===== config.mk =====
export PLATFORM = sky130hd
export DESIGN_NAME = spatz_boot_responder
export DESIGN_NICKNAME = d
export VERILOG_FILES = /design/src/rtl/spatz_boot_responder.sv
export SDC_FILE = /design/constraint.sdc
export NUM_CORES = 1
export LEC_CHECK = 0
export CAP_MARGIN = 20
export CORE_MARGIN = 5
export CORE_UTILIZATION = 35
export DETAILED_ROUTE_END_ITERATION = 16
export PLACE_DENSITY = 0.77
export SETUP_SLACK_MARGIN = 0.2
export SLEW_MARGIN = 30
export SYNTH_ARGS = -nofsm -noshare
export SYNTH_HDL_FRONTEND = slang
export SYNTH_SLANG_ARGS = --single-unit

===== constraint.sdc =====
create_clock -name clk_i -period 1.96 [get_ports clk_i]
set_input_delay 0.392 -clock clk_i [delete_from_list [all_inputs] [get_ports clk_i]]
set_output_delay 0.392 -clock clk_i [all_outputs]
set_load 0.03 [all_outputs]

===== src/rtl/spatz_boot_responder.sv =====
// Boot register window for the Spatz cluster: stores the entry point and
// fires a delayed, one-cycle per-core debug wake-up pulse.
module spatz_boot_responder #(
    parameter int unsigned          NumCores  = 4,
    parameter int unsigned          AddrWidth = 48,
    parameter int unsigned          DataWidth = 64,
    parameter logic [AddrWidth-1:0] BaseAddr  = '0,
    parameter int unsigned          WakeDelay = 16
) (
    input  logic                   clk_i,
    input  logic                   rst_i,
    input  logic                   q_valid_i,
    output logic                   q_ready_o,
    input  logic [AddrWidth-1:0]   q_addr_i,
    input  logic                   q_write_i,
    input  logic [DataWidth-1:0]   q_data_i,
    input  logic [DataWidth/8-1:0] q_strb_i,
    output logic                   p_valid_o,
    input  logic                   p_ready_i,
    output logic [DataWidth-1:0]   p_data_o,
    output logic                   p_error_o,
    output logic [31:0]            boot_addr_o,
    output logic [NumCores-1:0]    debug_req_o,
    output logic                   busy_o
);

    localparam int unsigned CntW      = $clog2(WakeDelay + 1);
    localparam logic [11:0] OffBoot   = 12'h000;
    localparam logic [11:0] OffWake   = 12'h008;
    localparam logic [11:0] OffStatus = 12'h010;

    // Handshake: a request transfers on a rising edge where q_valid_i and
    // q_ready_o are both high; a response transfers on an edge where p_valid_o
    // and p_ready_i are both high. Once raised, p_valid_o and the response
    // fields hold until that transfer.
    typedef enum logic {
        ST_IDLE = 1'b0,
        ST_RESP = 1'b1
    } state_e;

    state_e state_q, state_d;

    logic [DataWidth-1:0] resp_data_q, resp_data_d;
    logic                 resp_error_q, resp_error_d;
    logic [31:0]          boot_addr_q, boot_merged;
    logic [NumCores-1:0]  mask_q, debug_req_q;
    logic [CntW-1:0]      cnt_q;
    logic                 busy_q, booted_q;
    logic [7:0]           pulse_cnt_q;

    logic        accept, in_window, boot_we, wake_load, pulse_fire;
    logic [11:0] offset;
    logic [15:0] status_word;
    logic        unused_bits;

    assign accept      = q_valid_i & q_ready_o;
    assign in_window   = (q_addr_i[AddrWidth-1:12] == BaseAddr[AddrWidth-1:12]);
    assign offset      = q_addr_i[11:0];
    assign status_word = {pulse_cnt_q, 6'b0, busy_q, booted_q};
    assign pulse_fire  = busy_q && (cnt_q == CntW'(1));
    assign unused_bits = ^{q_data_i[DataWidth-1:32], q_strb_i[DataWidth/8-1:4]};

    // ---------------- Response FSM ----------------
    always_ff @(posedge clk_i) begin
        if (rst_i) begin
            state_q <= ST_IDLE;
        end else begin
            state_q <= state_d;
        end
    end

    always_comb begin
        state_d = state_q;
        case (state_q)
            ST_IDLE: if (accept) state_d = ST_RESP;
            ST_RESP: if (p_ready_i) state_d = ST_IDLE;
            default: state_d = ST_IDLE;
        endcase
    end

    always_comb begin
        q_ready_o = (state_q == ST_IDLE) && !rst_i;
        p_valid_o = (state_q == ST_RESP);
    end

    // ---------------- Request decode ----------------
    always_comb begin
        resp_data_d  = '0;
        resp_error_d = 1'b0;
        boot_we      = 1'b0;
        wake_load    = 1'b0;
        if (!in_window) begin
            resp_error_d = 1'b1;
        end else begin
            case (offset)
                OffBoot: begin
                    if (q_write_i) boot_we = 1'b1;
                    else           resp_data_d = {{(DataWidth-32){1'b0}}, boot_addr_q};
                end
                OffWake: begin
                    // A second wake while one is pending is refused, not queued.
                    if (q_write_i) begin
                        if (busy_q) resp_error_d = 1'b1;
                        else        wake_load = 1'b1;
                    end
                end
                OffStatus: begin
                    if (!q_write_i) resp_data_d = {{(DataWidth-16){1'b0}}, status_word};
                end
                default: resp_error_d = 1'b1;
            endcase
        end
    end

    always_comb begin
        boot_merged = boot_addr_q;
        for (int i = 0; i < 4; i++) begin
            if (q_strb_i[i]) boot_merged[8*i +: 8] = q_data_i[8*i +: 8];
        end
    end

    // ---------------- Response and boot registers ----------------
    always_ff @(posedge clk_i) begin
        if (rst_i) begin
            resp_data_q  <= '0;
            resp_error_q <= 1'b0;
            boot_addr_q  <= '0;
        end else if (accept) begin
            resp_data_q  <= resp_data_d;
            resp_error_q <= resp_error_d;
            if (boot_we) boot_addr_q <= boot_merged;
        end
    end

    // ---------------- Wake engine ----------------
    always_ff @(posedge clk_i) begin
        if (rst_i) begin
            busy_q      <= 1'b0;
            cnt_q       <= '0;
            mask_q      <= '0;
            debug_req_q <= '0;
            booted_q    <= 1'b0;
            pulse_cnt_q <= '0;
        end else begin
            debug_req_q <= '0;
            if (accept && wake_load) begin
                busy_q <= 1'b1;
                cnt_q  <= CntW'(WakeDelay);
                mask_q <= q_data_i[NumCores-1:0];
            end else if (busy_q) begin
                cnt_q <= cnt_q - CntW'(1);
                // Counter lands on zero at this edge: pulse in the next cycle.
                if (pulse_fire) begin
                    busy_q      <= 1'b0;
                    debug_req_q <= mask_q;
                    booted_q    <= 1'b1;
                    if (pulse_cnt_q != 8'hFF) pulse_cnt_q <= pulse_cnt_q + 8'd1;
                end
            end
        end
    end

    assign p_data_o    = resp_data_q;
    assign p_error_o   = resp_error_q;
    assign boot_addr_o = boot_addr_q;
    assign debug_req_o = debug_req_q;
    assign busy_o      = busy_q;

endmodule


======== Word-level counts from Yosys, hierarchy flattened ========
Index checks and enable logic that the tools add are counted.
cells by class
  equal/unequal tests ..................... 4
  $add $sub $neg .......................... 2
  mux-type cells .......................... 23
  reductions and logical operators ........ 16
  bitwise logic cells ..................... 5
operators with widths
  kind                                                                count
  32-bit 2-to-1 mux                                                   2
  32-bit case mux with 2 select lines                                 1
  36-bit zero test                                                    1
  16-bit 2-to-1 mux                                                   1
  1-bit 2-to-1 mux                                                    15
  3-bit AND reduction                                                 5
  12-bit by 4-bit == test with 1-bit output, second input constant    1
  12-bit by 5-bit == test with 1-bit output, second input constant    1
  12-bit zero test                                                    1
  5-bit 2-to-1 mux                                                    2
  8-bit by 1-bit adder with 8-bit output, second input constant       1
  8-bit inequality test, second input constant                        1
  5-bit by 1-bit == test with 1-bit output, second input constant     1
  5-bit by 1-bit subtractor with 5-bit output, second input constant  1
  1-bit inverter                                                      4
  1-bit case mux with 2 select lines                                  2
  4-bit AND reduction                                                 1
  2-bit OR reduction                                                  2
  4-bit OR reduction                                                  1
  1-bit logical AND                                                   3
  2-bit nonzero test                                                  1
  1-bit bitwise AND                                                   1
  1-bit zero test                                                     1
storage, ports and cells
  output and inout port bits .............. 104
  register bits after elaboration ......... 121

======== Logic depth before layout (Yosys ltp) ========
Gate-level depths: netlist (run 1).
  word-level depth ........................ 7
  mapped depth ............................ 6
  mapped depth without buffers ............ 6

======== Worst setup path after synthesis (run 1) ========
OpenSTA, ideal clock, no wires.
  kind .................................... input to register
  start ................................... input rst_i
  end ..................................... register boot_addr_q[0] (netlist: boot_addr_o[0])
  arrival ................................. 1.854 ns
  path buffers ............................ 2
  setup time .............................. 0.119 ns
  data required time ...................... 1.841 ns
  setup slack ............................. -0.014 ns
  stages on the path ...................... 6
  cells stage by stage .................... buf_2 -> nor4_2 -> nand4_4 -> or4_1 -> buf_2 -> mux2i_1
between the ends
  longest elaborated chain between the ends .. 4
ends and longest elaborated chain
  item                                  line  source
  start, declared                       11    input logic rst_i,
  1-bit zero test                       82    q_ready_o = (state_q == ST_IDLE) && !rst_i;
  1-bit logical AND                     82
  1-bit bitwise AND                     56    assign accept = q_valid_i & q_ready_o;
  3-bit AND reduction (no source line)  -
  end signal, assigned                  131   if (boot_we) boot_addr_q <= boot_merged;
  end, declared                         45    logic [31:0] boot_addr_q, boot_merged;
Parallel ways exist; a longest one is shown, timed or not.
A chain may end at the register's enable or synchronous reset.

======== Worst setup path after layout (run 1) ========
  start ................................... register state_q (netlist: p_valid_o)
  end ..................................... register resp_data_q[20] (netlist: p_data_o[20])
between the ends
  longest elaborated chain between the ends .. 3
ends and longest elaborated chain
  item                    line  source
  start, declared         41    state_e state_q, state_d;
  start signal, assigned  68    state_q <= state_d;
  1-bit inverter          -
  1-bit logical AND       82
  1-bit bitwise AND       56
  end signal, assigned    129   resp_data_q <= resp_data_d;
  end, declared           43    logic [DataWidth-1:0] resp_data_q, resp_data_d;
No other way between the ends.

==> metrics.md, run 1 <==
| Metric | Value |
|---|---|
| Critical path capture point type | `flip-flop` |
| Worst r2r src | `p_valid_o$_SDFF_PP0_` |
| Port Buf Inserts | `160` |
| Mapped Cells | `407` |
| GP Congestion | `between 0.7 and 0.8` |
| Main flop type after synthesis | `dfxtp_1` |
| Drt pass-1 iters | `4` |
| Placed instance count | `between 700 and 800` |
| Seq/Total Area, Yosys | `0.431` |
| Worst-path maximum fanout | `6` |
| Reg2Reg Setup Slack | `roughly 130 ps` |
| P&R area growth vs syn | `64.9%` |
| Root Buffer | `clkbuf_16` |
| Met1 Use GR | `0.199` |
| Largest stage delay, worst path | `roughly 360 ps` |
| Final setup fails | `0` |
| Post-Layout Cell Count | `approximately 760` |
| Yosys cell types | `just over 40` |
| Setup CP Type | `flip-flop to flip-flop` |
| GR Overflow Total | `0` |
| CP delay by family, top | `simple AND/OR/NAND/NOR gates` |
| Worst Path Buf+Inv | `4` |
| Run status | `finished, final reports clean` |
| Gr usage total | `0.176` |
| Final Hold Vio Count | `0` |
| TritonCTS Buffers | `9` |
| Layout cells sized above 1 | `0.232` |
| Nature of the critical path startpoint | `flip-flop` |
| RR Endpoint | `p_data_o[20]$_SDFFE_PP0P_` |
| TritonCTS Sinks | `a little under 90` |
| DRC | `0` |
| Global-route wire length before repair | `between 20000 and 25000 um` |
| Antenna violations before repair | `0` |
| Final WL | `roughly 13000 um` |
| Max H-tree Level | `3` |
| Worst-skew pair later-pin latency | `approximately 340 ps` |
| Cells along the critical path | `nor4b_4 > nand4_4 > buf_8 > nor4_4 > buf_4 > buf_12 > buf_16 > a22o_1` |
| Max capacitance violation total | `0` |
| Routed WL per cell | `around 17 um` |
| Die Wd | `119 um` |
| Final worst slack | `~130 ps` |
| Worst EP required | `about 2200 ps` |
| Peak supply drop | `502 uV` |
| Fmax | `between 500 and 600 MHz` |
| Final min period | `around 1800 ps` |
| Hold path endpoint | `p_data_o[11]$_SDFFE_PP0P_` |
| Synthesis-stage register bit count | `89` |
| Met3 Use GR | `0.0544` |
| Die area | `~14000 um^2` |
| Nets@finish | `between 700 and 800` |
| Max-slew violations | `0` |
| Commonest non-fill, non-tap cell in the layout | `dfxtp_1` |
| CTS tree | `done` |
| Top post-synthesis cells by area | `dfxtp_1 (43%), nand2b_1 (10%), mux2i_1 (9.0%), buf_4 (5.8%), a22o_1 (4.7%)` |
| Number of global-route vias before repair | `~3.9k` |
| WHS Path Cells | `2` |
| Critical path's slowest cell | `dfxtp_4` |
| FP Rows | `39` |
| Worst reg2reg path depth | `8` |
| Pin count of the biggest net entering global routing | `between 40 and 50` |
| Tcrit/Tclk final | `0.933` |
| Synth async-reset ratio | `0` |
| Ys Warns | `0` |
| Drt initial violations | `about 190` |
| Hold Crit Class | `flip-flop to flip-flop` |
| Die height | `119 um` |
| Syn_area_per_cell | `between 10 and 15 um^2` |
| Busiest grt layer | `met2` |
| Static Leak | `roughly 3.2 nW` |
| Core Box Area | `between 10000 and 15000 um^2` |
| Post-synth EDFFs | `0` |
| Clock Tree Buf Depth | `2` |
| Starting Density | `0.359` |
| Num ports | `roughly 230` |
| GRT met2 Usage | `0.319` |
| WP data arrival | `approximately 2100 ps` |
| Clock Pin Slew Worst Setup and Hold Paths | `about 70 ps` |
| Pwr dens | `about 630 nW/um^2` |
| Synth area leader | `dfxtp_1` |
| Most frequent cells in the layout | `dfxtp_1 (81), nand2b_1 (69), dlygate4sd2_1 (68), clkdlybuf4s50_1 (45), buf_4 (38)` |
| Vias per cell | `around 4.8` |
| Setup Skew | `8.65 ps` |
| Yosys top cell area share | `0.431` |
| Hold_sp | `p_data_o[11]$_SDFFE_PP0P_` |
| Post-DRT Antenna Nets | `0` |
| HPWL reported at the end of detailed placement | `8900 um` |
| Total vias in the final route | `~3.7k` |
| Final core utilization | `0.592` |
| Place WS | `-420 ps` |
| Post-Syn Area | `4140 um^2` |
| RSZ-0062 raised after global routing | `true` |
| Diodes inserted | `0` |
==> worst min-delay path, delay by kind of cell (launching register included) <==
kind / cells / cell delay (ps)
simple gates: 1 / 50
compound gates: 1 / 50
flops: 1 / 310
==> cell type report <==
cell class / instances / area, um^2
well taps: 143 / 179
inverters: 4 / 15.0
fillers: 989 / 4700
flip-flops and latches: 89 / 1800
repair buffers: 219 / 2130
clock buffers: 11 / 233
clock inverters: 5 / 128
multi-input cells: 293 / 2330
==> registers in the layout, summed over array words and instances (netlist names) <==
name,count
boot_addr_o,32
booted_q,1
busy_o,1
cnt_q,5
debug_req_o,4
mask_q,4
p_data_o,32
p_error_o,1
p_valid_o,1
pulse_cnt_q,8
==> worst max-delay path by stage <==
stage / from / end / slack [ps] / cells after the start
after floorplan: q_addr_i[15] / boot_addr_o[0]$_SDFFE_PP0P_ / 60 / 5
after global placement: q_addr_i[20] / boot_addr_o[3]$_SDFFE_PP0P_ / -390 / 5
after detailed placement: q_addr_i[20] / boot_addr_o[0]$_SDFFE_PP0P_ / -420 / 5
after CTS: q_addr_i[28] / p_data_o[7]$_SDFFE_PP0P_ / 120 / 9
after global routing: p_valid_o$_SDFF_PP0_ / p_data_o[30]$_SDFFE_PP0P_ / 50 / 8
final: p_valid_o$_SDFF_PP0_ / p_data_o[20]$_SDFFE_PP0P_ / 130 / 8
==> kinds of logic after synthesis <==
kind of cell / count (synthesis) / share of synthesized area
simple gates: 154 / 0.271
other cells: 1 / 0.000907
mux: 37 / 0.0896
fa+ha+maj: 3 / 0.00908
compound gates: 61 / 0.105
buf+inv: 56 / 0.0811
flops: 89 / 0.431
xor+xnor: 6 / 0.0127
==> timing repair <==
action                     in CTS  in global routing
hold buffers                    0                  0
gates resized for setup       161                 63
setup endpoints to repair     129                 88
gates cloned                    3                  0
setup buffers                  18                  5
pin swaps                      27                 16
==> per-layer routing <==
metal,vias to the layer above,part of all wire
li1,1799,-
met5,-,0
met2,132,0.52
met1,1739,0.40
met4,0,0.014
met3,17,0.065
==> cells in the mapped netlist, types with 4 or more instances <==
library cell and n:
a21oi_1 9, a22o_1 22, a22oi_1 10, and2_1 4, buf_1 4, buf_2 4
buf_4 32, clkbuf_1 12, dfxtp_1 89, inv_1 4, mux2i_1 37, nand2_1 14
nand2b_1 69, nand3_1 6, nand4_1 5, nor2_1 13, nor3_1 6, nor4_2 10
nor4_4 6, o21ai_1 10, or3_1 4, or4_1 4
==> power breakdown <==
group          total (mW)  switching, mW  internal (mW)  leakage [nW]
combinational       0.419          0.222          0.197          2.26
clock                2.08          0.706           1.38         0.170
sequential           1.81        0.00303           1.81         0.721
==> per-stage QoR <==
stage | setup TNS (ps) | power, mW | hold slack (ps) | cell area [um^2]
after floorplan | 0 | 2.09 | 431 | 4350
after global routing | 0 | 4.46 | 474 | 6820
after global placement | -24510 | 2.29 | 440 | 6130
after detailed placement | -26950 | 2.30 | 443 | 6130
after CTS | 0 | 4.35 | 452 | 6660
final | 0 | 4.31 | 447 | 6820
Power figures use the tool's default switching activity.
==> run 2: changes to the inputs <==
--- a/config.mk
+++ b/config.mk
@@ -6,7 +6,6 @@
 export NUM_CORES = 1
 export LEC_CHECK = 0
 export CAP_MARGIN = 20
-export CORE_MARGIN = 5
 export CORE_UTILIZATION = 35
 export DETAILED_ROUTE_END_ITERATION = 16
 export PLACE_DENSITY = 0.77
==> constraint.sdc (replaced) <==
create_clock -name clk_i -period 1.96 [get_ports clk_i]
set_input_delay 0.392 -clock clk_i [delete_from_list [all_inputs] [get_ports clk_i]]
set_output_delay 0.392 -clock clk_i [all_outputs]
set_load 0.05 [all_outputs]
==> run 2 against run 1 <==
  * Worst hold slack improved by 7.1 ps
  * Non-clock buffer count shrank 8
  * Die area shrank 13%
  * Design area decreased by 2.1%
  * Clock-buffer cell count down 1
  * Utilization fell by 1.0 points
  * Worst setup slack worse by 1.9 ps
  * Register-to-register slack about the same
  * Clock skew about the same
  * Largest cell class unchanged
  * Highest routed layer unchanged
==> metrics.md, run 2 (same netlist as run 1, synthesis figures left out) <==
| Metric | Value |
|---|---|
| Run status | `finished, final reports clean` |
| Placed instance count | `721 (-0.14%)` |
| Static Leak | `2.92 nW (-7.4%)` |
| Diodes inserted | `0 (unchanged)` |
| Worst-skew pair later-pin latency | `340 ps (about the same)` |
| DRC | `0 (unchanged)` |
| P&R area growth vs syn | `61.4%` |
| WHS Path Cells | `2 (unchanged)` |
| Setup CP Type | `input pin to flip-flop` |
| Peak supply drop | `449 uV (-10%)` |
| Worst r2r src | `p_valid_o$_SDFF_PP0_` |
| Sw frac | `0.239 (+0.0235)` |
| TritonCTS Sinks | `89 (unchanged)` |
| RSZ-0062 raised after global routing | `true` |
| Most frequent cells in the layout | `dlygate4sd2_1 (100), dfxtp_1 (84), nand2b_1 (69), clkdlybuf4s50_1 (40), mux2i_1 (37)` |
| Post-Layout Cell Count | `756 (-1.0%)` |
| Internal power component | `3.12 mW (-7.8%)` |
| Combinational cell fraction of total power | `0.119 (+0.022)` |
| Clock Pin Slew Worst Setup and Hold Paths | `60 ps (about the same)` |
| Place WS | `-486 ps (-65.8 ps)` |
| GP Congestion | `0.806 (+1.4%)` |
| Post-DRT Antenna Nets | `0 (unchanged)` |
| Fmax | `546 MHz (-0.10%)` |
| RR Endpoint | `boot_addr_o[27]$_SDFFE_PP0P_` |
| Reg power frac | `0.442 (+0.022)` |
| Core Box Area | `11500 um^2 (-0.42%)` |
| Max H-tree Level | `3 (unchanged)` |
| CTS tree | `done` |
| Hold Crit Class | `flip-flop to flip-flop` |
| GR Overflow Total | `0 (unchanged)` |
| Port Buf Inserts | `160 (unchanged)` |
| Total power | `4.10 mW (-4.9%)` |
| Critical path capture point type | `flip-flop` |
| Final min period | `1830 ps (+1.90 ps)` |
| Hold_sp | `p_data_o[0]$_SDFFE_PP0P_` |
| Nets@finish | `736 (-1.1%)` |
| Number of global-route vias before repair | `3840 (-2.3%)` |
| Worst EP required | `2220 ps (-20 ps)` |
| Sw power | `981 uW (+5.4%)` |
| WP data arrival | `2090 ps (-20 ps)` |
| Nature of the critical path startpoint | `input pin` |
| Root Buffer | `clkbuf_16` |
| Setup Skew | `9.05 ps (+0.406 ps)` |
| FP Rows | `39 (unchanged)` |
| Worst-path maximum fanout | `8 (+2)` |
| Final worst slack | `129 ps (-1.90 ps)` |
| Drt pass-1 iters | `4 (unchanged)` |
| Num ports | `229 (unchanged)` |
| Layout cells sized above 1 | `0.220 (-0.0117)` |
| Worst Tran Pin Value | `~530 ps` |
| Final Cell Area | `6670 um^2 (-2.1%)` |
| Die height | `111 um (-6.7%)` |
| Slew headroom | `0.649` |
| Clock Tree Buf Depth | `2 (unchanged)` |
| Hold path endpoint | `p_data_o[0]$_SDFFE_PP0P_` |
| Max capacitance violation total | `0 (unchanged)` |
| Pin count of the biggest net entering global routing | `90 (+91%)` |
| Final Hold Vio Count | `0 (unchanged)` |
| Die Wd | `111 um (-6.7%)` |
| Worst reg2reg path depth | `7 (-1)` |
| Total vias in the final route | `3679 (-0.22%)` |
| Antenna violations before repair | `0 (unchanged)` |
| Placed Area | `6130 um^2 (unchanged)` |
| Tcrit/Tclk final | `0.934 (+0.000970)` |
| Routed WL per cell | `15.9 um (-3.8%)` |
| Drt initial violations | `153 (-20%)` |
| Die area | `12300 um^2 (-13%)` |
| Vias per cell | `4.87 (+0.84%)` |
| Clock power frac | `0.439 (-0.044)` |
| Final WL | `12000 um (-4.8%)` |
| Reg2Reg Setup Slack | `140 ps (about the same)` |
| Global-route wire length before repair | `19100 um (-5.3%)` |
| Commonest non-fill, non-tap cell in the layout | `dlygate4sd2_1` |
| Final setup fails | `0 (unchanged)` |
| HPWL reported at the end of detailed placement | `8570 um (-3.8%)` |
| Max-slew violations | `0 (unchanged)` |
| Starting Density | `0.361 (+0.00153)` |
| TritonCTS Buffers | `9 (unchanged)` |
| Gr usage total | `0.195 (+0.0186)` |
| Total Neg Setup Slack | `0 ps (unchanged)` |
| Pwr dens | `614 nW/um^2 (-2.9%)` |
-- run 2: routing by layer --
layer / part of all wire / track usage / vias to the layer above / routed length (um)
met1: 0.41 / 0.219 / 1756 / 4880
met3: 0.054 / 0.0492 / 17 / 648
met2: 0.52 / 0.352 / 127 / 6230
li1: - / - / 1779 / -
met4: 0.024 / 0.0711 / 0 / 284
met5: 0 / 0 / - / 0
-- run 2: power by group through the flow --
stage               Sequential [mW]  Clock [mW]  Combinational, mW
floorplan                      1.87           0              0.286
global placement               1.86           0              0.500
detailed placement             1.86           0              0.507
CTS                            1.81        1.84              0.486
global route                   1.81        1.92              0.510
finish                         1.81        1.80              0.486
-- run 2: area by class of cell --
class / count / area, um^2
Tap cell: 143 / 179
Fill cell: 977 / 4790
Clock buffer: 10 / 229
Clock inverter: 6 / 81.3
Inverter: 4 / 15.0
Sequential cell: 89 / 1790
Timing Repair Buffer: 211 / 2020
Multi-Input combinational cell: 293 / 2350
-- run 2: per-stage QoR --
stage | hold slack, ps | util
CTS | 450 | 0.573
global route | 475 | 0.582
finish | 454 | 0.582
detailed placement | 449 | 0.535
global placement | 439 | 0.535
floorplan | 431 | -
-- run 2: what timing repair did --
item,in CTS,in global routing
pin swaps,37,9
endpoints found under the setup margin,142,80
gates cloned,2,0
hold buffers,0,0
buffers inserted,12,5
gates resized for setup,164,21
-- run 2: worst max-delay path by stage --
stage	from	endpoint	slack, ps	cells past startpoint
floorplan	q_addr_i[15]	boot_addr_o[0]$_SDFFE_PP0P_	50	5
global placement	q_addr_i[40]	p_data_o[2]$_SDFFE_PP0P_	-400	7
detailed placement	q_addr_i[40]	mask_q[3]$_SDFFE_PP0P_	-490	8
CTS	p_valid_o$_SDFF_PP0_	boot_addr_o[28]$_SDFFE_PP0P_	100	7
global route	p_valid_o$_SDFF_PP0_	boot_addr_o[27]$_SDFFE_PP0P_	60	7
finish	q_addr_i[27]	boot_addr_o[27]$_SDFFE_PP0P_	130	8
-- run 2: critical path, cell delays in order --
cell and delay, ps:
dlygate4sd2_1 260, nor4_4 350, nand4_4 190, buf_8 180
buf_12 120, nor4_4 190, buf_12 180, mux2i_1 220
==> edit (settings of run 1) <==
`DataWidth`: 64 -> 128.
--- a/src/rtl/spatz_boot_responder.sv
+++ b/src/rtl/spatz_boot_responder.sv
@@ -5,3 +5,3 @@
     parameter int unsigned          AddrWidth = 48,
-    parameter int unsigned          DataWidth = 64,
+    parameter int unsigned          DataWidth = 128,
     parameter logic [AddrWidth-1:0] BaseAddr  = '0,
Interface: changed (resized p_data_o, q_data_i and q_strb_i); port bits go from 229 to 365. No check against the original RTL was run, so the function may have changed too.
==> edit against run 1 <==
  * Critical path depth shrank 2
  * Area after synthesis grew 12%
  * Setup slack gained 53 ps
  * Maximum frequency grew 3.0%
  * Sequential cell count is the same
  * Clock skew is essentially flat
  * Cell count grew 12%
  * Clock power shrank 15%
  * Largest power group is now sequential cells
  * Total power shrank 3.3%
  * Wire length grew 9.1%
  * Final area grew 2.4%
==> edit: results <==
[placement]
place_congestion = 0.803
numPlacedInstances = 817
dpl-instance-area_sq_mm = 0.00640
post-place-ws_ps = -447

[clock_tree]
cts_resized = 130
cts_setup_buffers = 17

[global_route]
use_met1_pct = 19.2
grt_pass1_vias = 4023
grt_max_degree = 42
antenna_found_initial = 2
grtUsageMet2_pct = 28.7
grt_pass1_wl_mm = 20.8

[cells_and_area]
clk_share_pct = 4.28
n_antenna_cell = 1
clockBufferCount = 10
multiInputGateArea_sq_mm = 0.00254
fin_area_sq_mm = 0.00698
regArea_sq_mm = 0.00179
nonClockBufferCount = 216

[setup_path]
startpoint = q_addr_i[3]
crit_arrival_ps = 2030
worstPathMaxFanout = 4
slowest_delay_ps = 400
slowest_stage = nor4bb_2

[synthesis]
yosysSeqAreaShare_pct = 38.6
synth_xor_area_share_pct = 1.14
syn_avg_cell_area_sq_um = 9.80
ys_top_cells_by_area = dfxtp_1 (39%), buf_4 (16%), nand2b_1 (9.4%)
synth_compound_area_share_pct = 9.38
synth_fa_ha_area_share_pct = 0.813

[drt]
highest_layer = met5
drt_wl_total_mm = 13.8
m1WireLength_mm = 5.53
drt_iter0_drc = 182
routed-wl-met3_mm = 1.02

[timing]
fin_worst_skew_ps = 8.70

[worst_hold_path]
hold_start = p_data_o[10]$_SDFFE_PP0P_

[power]
p_leak_nw = 3.41
ir_worst_vdd_mv = 0.373

[status]
status = complete, no violations
## edit: changes by cell type in the layout (fill, tap and decap cells not counted), moves of 3 or more
cell	before	now
mux2i_1	34	37
dlygate4sd2_1	68	51
clkbuf_2	6	12
clkdlybuf4s15_1	9	13
conb_1	32	96
mux2i_2	3	0
buf_6	15	11
dlymetal6s2s_1	18	27
## edit: power breakdown
group	leakage [nW]	internal (mW)	switching, mW
logic	2.55	0.201	0.394
registers	0.720	1.81	0.00237
clock network	0.148	1.10	0.665
total	3.41	3.11	1.06
## edit: final timing paths
path / endpoint / slack (ps) / depth (start not counted)
worst max register to register: pulse_cnt_q[7]$_SDFFE_PP0P_ / 230 / 6
worst min register to register: p_data_o[10]$_SDFFE_PP0P_ / 450 / 2
worst min-delay path: p_data_o[10]$_SDFFE_PP0P_ / 450 / 2
worst max-delay path: mask_q[2]$_SDFFE_PP0P_ / 180 / 6
